**config.mk**
```make
export PLATFORM = sky130hd
export DESIGN_NAME = instr_sequencer
export DESIGN_NICKNAME = d
export VERILOG_FILES = /design/src/rtl/instr_sequencer.sv
export SDC_FILE = /design/constraint.sdc
export NUM_CORES = 1
export LEC_CHECK = 0
export BUFFER_PORTS_ARGS = -buffer_cell sky130_fd_sc_hd__buf_2
export CAP_MARGIN = 15
export CORE_AREA = 2 2 63 65
export DETAILED_ROUTE_END_ITERATION = 8
export DIE_AREA = 0 0 65 67
export GPL_ROUTABILITY_DRIVEN = 0
export PLACE_DENSITY = 0.79
export SLEW_MARGIN = 40
export SYNTH_ARGS = -nofsm -noshare
export SYNTH_HDL_FRONTEND = slang
export SYNTH_SLANG_ARGS = --single-unit
```
**constraint.sdc**
```tcl
create_clock -name Clock -period 5.4 [get_ports Clock]
set_input_delay 0 -clock Clock [delete_from_list [all_inputs] [get_ports Clock]]
set_output_delay 0 -clock Clock [all_outputs]
set_load 0.05 [all_outputs]
```
**src/rtl/instr_sequencer.sv**
```systemverilog
// ---------------------------------------------------------------------------
// instr_sequencer
//   Hardwired control sequencer for the simple CPU. It fetches an instruction
//   (T0-T2), decodes it (DEC), and then executes it. Three-register ALU
//   operations use T3-T5. MUL/DIV use T3-T6. It drives the datapath strobes,
//   the one-hot register selects and the ALU operation code.
//
//   Optional feature (macro INSTR_SEQ_SINGLE_STEP_EN):
//     This adds the input 'step' and the state STEPWAIT. After each
//     instruction completes, the sequencer parks in STEPWAIT until 'step' is
//     seen high.
//
// Ports
//   Clock, Reset           : clock (rising edge), async active-high reset
//   run                    : level; fetch/execute continuously while high
//   mem_ready              : memory read-data-valid handshake (checked in T1)
//   IR[31:0]               : instruction register from the datapath
//   PCout..HIin            : single-bit datapath strobes
//   Rout / Rin [NREG]      : one-hot register-to-bus / register-load selects
//   operation [OPW]        : ALU operation code (held outside T4)
//   busy                   : high in every state except IDLE and HALT
//   instr_done             : one-cycle pulse on the final execute state
//   fault                  : sticky; illegal opcode or memory timeout
//   step (optional)        : single-step release
// ---------------------------------------------------------------------------
module instr_sequencer #(
  parameter int OPW          = 5,
  parameter int NREG         = 16,
  parameter int MEM_WAIT_MAX = 15
) (
  input  logic            Clock,
  input  logic            Reset,
  input  logic            run,
  input  logic            mem_ready,
`ifdef INSTR_SEQ_SINGLE_STEP_EN
  input  logic            step,
`endif
  input  logic [31:0]     IR,
  output logic            PCout,
  output logic            MARin,
  output logic            IncPC,
  output logic            Zin,
  output logic            PCin,
  output logic            Read,
  output logic            MDRin,
  output logic            MDRout,
  output logic            IRin,
  output logic            Yin,
  output logic            Zlowout,
  output logic            Zhighout,
  output logic            LOin,
  output logic            HIin,
  output logic [NREG-1:0] Rout,
  output logic [NREG-1:0] Rin,
  output logic [OPW-1:0]  operation,
  output logic            busy,
  output logic            instr_done,
  output logic            fault
);

  localparam int CW = $clog2(MEM_WAIT_MAX + 1);

  typedef enum logic [3:0] {
    S_IDLE, S_T0, S_T1, S_T2, S_DEC, S_T3, S_T4, S_T5, S_T6, S_HALT
`ifdef INSTR_SEQ_SINGLE_STEP_EN
    , S_STEPWAIT
`endif
  } state_t;

  state_t         state;
  logic [CW-1:0]  wait_cnt;
  logic [OPW-1:0] op_hold;

  // IR field decode
  logic [4:0] opc;
  logic [3:0] ra, rb, rc;
  logic       is_alu, is_md, is_halt;
  logic       unused_ir;

  assign opc       = IR[31:27];
  assign ra        = IR[26:23];
  assign rb        = IR[22:19];
  assign rc        = IR[18:15];
  assign unused_ir = ^IR[14:0];

  assign is_alu  = (opc <= 5'd12);
  assign is_md   = (opc == 5'd15) || (opc == 5'd16);
  assign is_halt = (opc == 5'd27);

  // One-hot register select. An index beyond NREG selects nothing, so the
  // output is always zero or one-hot.
  function automatic logic [NREG-1:0] onehot(input logic [3:0] idx);
    logic [NREG-1:0] v;
    v = '0;
    for (int i = 0; i < NREG; i++)
      v[i] = (int'(idx) == i);
    return v;
  endfunction

  // Return point after the last execute state
  function automatic state_t after_exec(input logic r);
`ifdef INSTR_SEQ_SINGLE_STEP_EN
    after_exec = S_STEPWAIT;
    if (r) after_exec = S_STEPWAIT;
`else
    after_exec = r ? S_T0 : S_IDLE;
`endif
  endfunction

  // -------------------------------------------------------------------------
  // State register, memory-wait counter, sticky fault, held ALU operation
  // -------------------------------------------------------------------------
  always_ff @(posedge Clock or posedge Reset) begin
    if (Reset) begin
      state    <= S_IDLE;
      wait_cnt <= '0;
      fault    <= 1'b0;
      op_hold  <= '0;
    end else begin
      case (state)
        S_IDLE: if (run) state <= S_T0;
        S_T0: begin
          wait_cnt <= '0;
          state    <= S_T1;
        end
        S_T1: begin
          if (mem_ready) begin
            wait_cnt <= '0;
            state    <= S_T2;
          end else if (wait_cnt == CW'(MEM_WAIT_MAX - 1)) begin
            // This wait cycle would bring the count to MEM_WAIT_MAX.
            wait_cnt <= '0;
            fault    <= 1'b1;
            state    <= S_HALT;
          end else begin
            wait_cnt <= wait_cnt + 1'b1;
          end
        end
        S_T2:  state <= S_DEC;
        S_DEC: begin
          if (is_halt) begin
            state <= S_HALT;
          end else if (is_alu || is_md) begin
            state <= S_T3;
          end else begin
            fault <= 1'b1;
            state <= S_HALT;
          end
        end
        S_T3: state <= S_T4;
        S_T4: begin
          op_hold <= OPW'(opc);
          state   <= S_T5;
        end
        S_T5: state <= is_md ? S_T6 : after_exec(run);
        S_T6: state <= after_exec(run);
`ifdef INSTR_SEQ_SINGLE_STEP_EN
        S_STEPWAIT: if (step) state <= run ? S_T0 : S_IDLE;
`endif
        S_HALT: state <= S_HALT;
        default: state <= S_IDLE;
      endcase
    end
  end

  // -------------------------------------------------------------------------
  // Moore output decode: registered state plus IR fields
  // -------------------------------------------------------------------------
  always_comb begin
    PCout      = 1'b0;
    MARin      = 1'b0;
    IncPC      = 1'b0;
    Zin        = 1'b0;
    PCin       = 1'b0;
    Read       = 1'b0;
    MDRin      = 1'b0;
    MDRout     = 1'b0;
    IRin       = 1'b0;
    Yin        = 1'b0;
    Zlowout    = 1'b0;
    Zhighout   = 1'b0;
    LOin       = 1'b0;
    HIin       = 1'b0;
    Rout       = '0;
    Rin        = '0;
    instr_done = 1'b0;
    operation  = op_hold;
    case (state)
      S_T0: begin
        PCout = 1'b1;
        MARin = 1'b1;
        IncPC = 1'b1;
        Zin   = 1'b1;
      end
      S_T1: begin
        Zlowout = 1'b1;
        PCin    = 1'b1;
        Read    = 1'b1;
        MDRin   = 1'b1;
      end
      S_T2: begin
        MDRout = 1'b1;
        IRin   = 1'b1;
      end
      S_T3: begin
        Rout = onehot(rb);
        Yin  = 1'b1;
      end
      S_T4: begin
        Rout      = onehot(rc);
        Zin       = 1'b1;
        operation = OPW'(opc);
      end
      S_T5: begin
        Zlowout = 1'b1;
        if (is_md) begin
          LOin = 1'b1;
        end else begin
          Rin        = onehot(ra);
          instr_done = 1'b1;
        end
      end
      S_T6: begin
        Zhighout   = 1'b1;
        HIin       = 1'b1;
        instr_done = 1'b1;
      end
      default: ;
    endcase
  end

  assign busy = (state != S_IDLE) && (state != S_HALT);

endmodule
```
After elaboration in Yosys (flattened, before gate mapping). Index checks and enable logic that the tools add are counted.

Bits in registers: 14. Output and inout port bits: 54. Input port bits: 36. Word-level logic and storage cells: 116.

Multiplexer cells: 31. Reductions and logical operators: 14. Add/subtract/negate cells: 1. Eq/ne operators: 65. Magnitude comparators: 1.

Operator list (number): == test 4 bit, second input constant (27); == test 4 x 3 -> 1 bit, second input constant (16); one-hot mux 4 bit (10 select lines) (1); == test 4 x 2 -> 1 bit, second input constant (8); two-way mux 16 bit (2); two-way mux 4 bit (8); one-hot mux 16 bit (2 select lines) (1); == test 4 x 1 -> 1 bit, second input constant (4); zero test 4 bit (4); two-way mux 1 bit (15); == test 5 bit, second input constant (2); inequality test 2 bit, second input constant (5); one-hot mux 4 bit (2 select lines) (1); == test 5 x 4 -> 1 bit, second input constant (1); less-or-equal comparator 5 x 4 -> 1 bit, second input constant (1); two-way mux 5 bit (1); AND reduction 5 bit (1); adder 4 x 1 -> 4 bit, second input constant (1); inequality test 4 bit, second input constant (1); one-hot mux 1 bit (2 select lines) (2); nonzero test 2 bit (2); nonzero test 4 bit (1); OR reduction 2 bit (2); inequality test 3 bit, second input constant (1); 3 further kinds (4).

Depth between registers and ports, before layout.
Depth in word-level cells: 6. Gate-level depth with buffers: 8. Depth with buffers taken out: 7.

Worst setup path before layout. No wires, ideal clock.

Path type: reg2out. Start: reg state[1]. End: out instr_done. Cell stages (with the launch flop): 4. Slack: 2.636 ns. Arrival time: 2.764 ns. Path through: dfrtp_1 clkbuf_1 nor4_1 nand2b_1.

Longest elaborated chain between the ends: 2. Elaborated cells between the ends (all ways): 3. Classes of those cells: 2 x eq/ne; 1 x mux.

Ends and longest elaborated chain: start: declaration (line 70) `state_t state;`; start signal: assignment (line 155) `S_T5: state <= is_md ? S_T6 : after_exec(run);`; start signal: assignment (line 156) `S_T6: state <= after_exec(run);`; == test 4 bit or == test 4 x 3 -> 1 bit (tied branches) (line 188) `case (state)`; one-hot mux 1 bit (2 select lines) * (line 188); end: declaration (line 57) `output logic instr_done,`.

Every way passes the cells marked *; elsewhere a longest branch is shown, timed or not.

Worst setup path after layout.
Start: reg state[3]. End: out Rout[3].

Longest elaborated chain between the ends: 2. Elaborated cells between the ends (all ways): 3. Classes of those cells: 2 x eq/ne; 1 x mux.

Ends and longest elaborated chain: == test 4 x 3 -> 1 bit (line 188); one-hot mux 16 bit (2 select lines) * (line 188); end: declaration (line 53) `output logic [NREG-1:0] Rout,`.

Marks and branches as above.

==> results.tsv <==
metric	value	unit
critPathKind	reg2out	
setup_viol	0	
ant_nets	0	
cp_max_fo	14	
end_kind	output port	
clock_sinks	14	
die_h	67	um
final_cell_mix	buf_2, nor2_1, dfrtp_1	
yosys.cell_types.count	42	
multi_input_comb_area	773	um2
cp_top_family	simple AND/OR/NAND/NOR gates	
grt_usage	0.160	
synth-seq-area-share	0.287	
cp_data_required_time	5.40	ns
place_hpwl	2820	um
r2r_end	wait_cnt[3]$_DFFE_PP0P_	
avgSynthCellArea	7.30	um2
core.rowCount	22	
avgViaCountPerCell	5.10	
io_pins	90	
ys_seq_elements	14	
synth_cells	167	
synth_warnings	0	
final_nets	274	
hold_slack	0.0389	ns
arrival	2.76	ns
post-place-ws	2.90	ns
grt_pass1_vias	1245	
ir_drop	340	uV
startpoint_type	register	
cp_cell_sequence	nand2b_1 > nor2_1 > buf_4 > mux2i_1 > nand3_1 > nor2_1 > buf_2	
finClkSkew	0.00580	ns
crit_path_top_delay_cell	dfrtp_1	
grt_overflow	0	
first_pass_iters	4	
crit_buf_inv	2	
die_width	65	um
post-route-drc-count	0	
wirelength	3640	um
r2r_slack	3.33	ns
postLayoutCoreUtil	0.458	
min_from	IR[29]	
slew_headroom	0.621	
syn-num-nets	205	
clkSlewWorstSetupHoldPaths	0.06	ns
max_stage_delay	0.53	ns
hold_path_class	in2reg	
hold_viol_final	0	
antenna_cells	0	
period_minus_slack	2.76	ns
fmax	362	MHz
cts_max_level	1	
period_share	0.511	
drtIter0Drc	34	
fillCellCount	367	
synth_ff_type	dfrtp_1	
setup_tns	0	ns
r2r_cells	5	
crit_top_cell	nor2_1	
synth_async_sr_flop_share	1.00	
grt_pass1_wl	5420	um
status	finished clean	
rsz0062_at_grt	no	
insertion_delay	0.25	ns
root_buffer	clkbuf_8	
die-area	4360	um2
core	3610	um2
synthesis.area	1220	um2
seqCellArea	350	um2
post_cts_resized	0	
wl_per_cell	12.8	um
antenna_found_initial	0	
timing.rr.start	state[2]$_DFFE_PP0P_	
port_buffers	74	
setup_ws	2.64	ns
layout_commonest_cell	buf_2	
num_vias	1444	
cts_setup_buffers	0	
power_density	572	nW/um2
start_util	0.338	
drv_cap	0	
p_leak	0.000847	uW
holdPathStages	2	
hold_end	op_hold[2]$_DFF_PP0_	
tightest_slew	0.567	ns
dp.cells	278	
cts_tree	built	
report.final.slew_viol_count	0	
final_cells	283	
cts_buffers	3	
syn2layout_area_growth	35.5	%
ctsLongestPathBuffers	2	
synth_edf_count	0	
drive_above_1_share	0.349	
grt_max_degree	16	
state kept, by name, summed over array words and instances, names as in the netlist:
name and cells:
fault 1, state 4, op_hold 5, wait_cnt 4
synthesized netlist by cell type (2+ instances only):
library cell	instances	area [um2]
xor2_1	2	17.5
buf_4	6	45.0
or3_1	2	12.5
o21bai_1	2	15.0
o21ai_0	3	15.0
nor2_1	38	143
nand4_1	4	25.0
a31oi_1	6	37.5
clkbuf_1	3	11.3
mux2_1	5	56.3
nand2b_1	9	56.3
nor3b_1	2	15.0
dfrtp_1	14	350
nand2_1	9	33.8
nor3_1	11	55.1
buf_2	2	10.0
nor2b_1	3	18.8
nor4_1	3	18.8
a21oi_1	5	25.0
o21ai_1	6	30.0
nand3_1	4	20.0
inv_1	7	26.3
ha_1	2	25.0
how the worst max path moves through the flow:
stage                          from          to  cells after the start
4_1_cts        state[2]$_DFFE_PP0P_     Rout[3]                      7
5_1_grt        state[2]$_DFFE_PP0P_     Rout[7]                      7
3_3_place_gp   state[2]$_DFFE_PP0P_     Rout[3]                      7
2_1_floorplan  state[1]$_DFFE_PP0P_  instr_done                      3
6_report       state[3]$_DFFE_PP0P_     Rout[3]                      7
3_5_place_dp   state[2]$_DFFE_PP0P_     Rout[3]                      7
power breakdown:
group          internal [uW]  total (uW)  switching (uW)  leakage (uW)
Clock                   64.7         106            41.0     0.0000288
Combinational            157         628             472      0.000645
Sequential               148         211            62.4      0.000173
layout make-up:
type / instances / share of cell area
multi-input combinational: 134 / 0.468
timing repair buffer: 76 / 0.235
sequential: 14 / 0.212
tap: 48 / 0.0363
clock buffer: 4 / 0.0333
inverter: 7 / 0.0159
logic make-up after synthesis:
kind of cell / Yosys count / share of synthesized area
fa+ha+maj: 2 / 0.0205
simple gates: 93 / 0.383
flops: 14 / 0.287
compound gates: 31 / 0.162
xor+xnor: 2 / 0.0144
buf+inv: 19 / 0.0790
mux: 6 / 0.0544
through the flow:
| step | cell area, um2 | power, uW |
|---|---|---|
| after floorplan | 1220 | 729 |
| after global placement | 1590 | 830 |
| after detailed placement | 1590 | 838 |
| after CTS | 1650 | 946 |
| after global routing | 1650 | 999 |
| final | 1650 | 945 |
worst reg2reg max path: cells and delay by family, from the launching register on:
kind	cells	cell delay [ns]
AO/OA/AOI/OAI	2	0.14
AND/OR/NAND/NOR	3	1.30
flip-flops	1	0.53
routing by layer:
metal / share of wire / global-route usage / vias to the layer above
met5: 0 / 0 / -
met4: 0.012 / 0.0612 / 0
li1: - / - / 718
met2: 0.49 / 0.281 / 60
met1: 0.42 / 0.189 / 660
met3: 0.073 / 0.0355 / 6
what timing repair did:
action	in CTS	in global routing
endpoints found under the setup margin	0	0
hold buffers	1	0
endpoints found under the hold margin	14	0
Power figures use the tool's default switching activity.
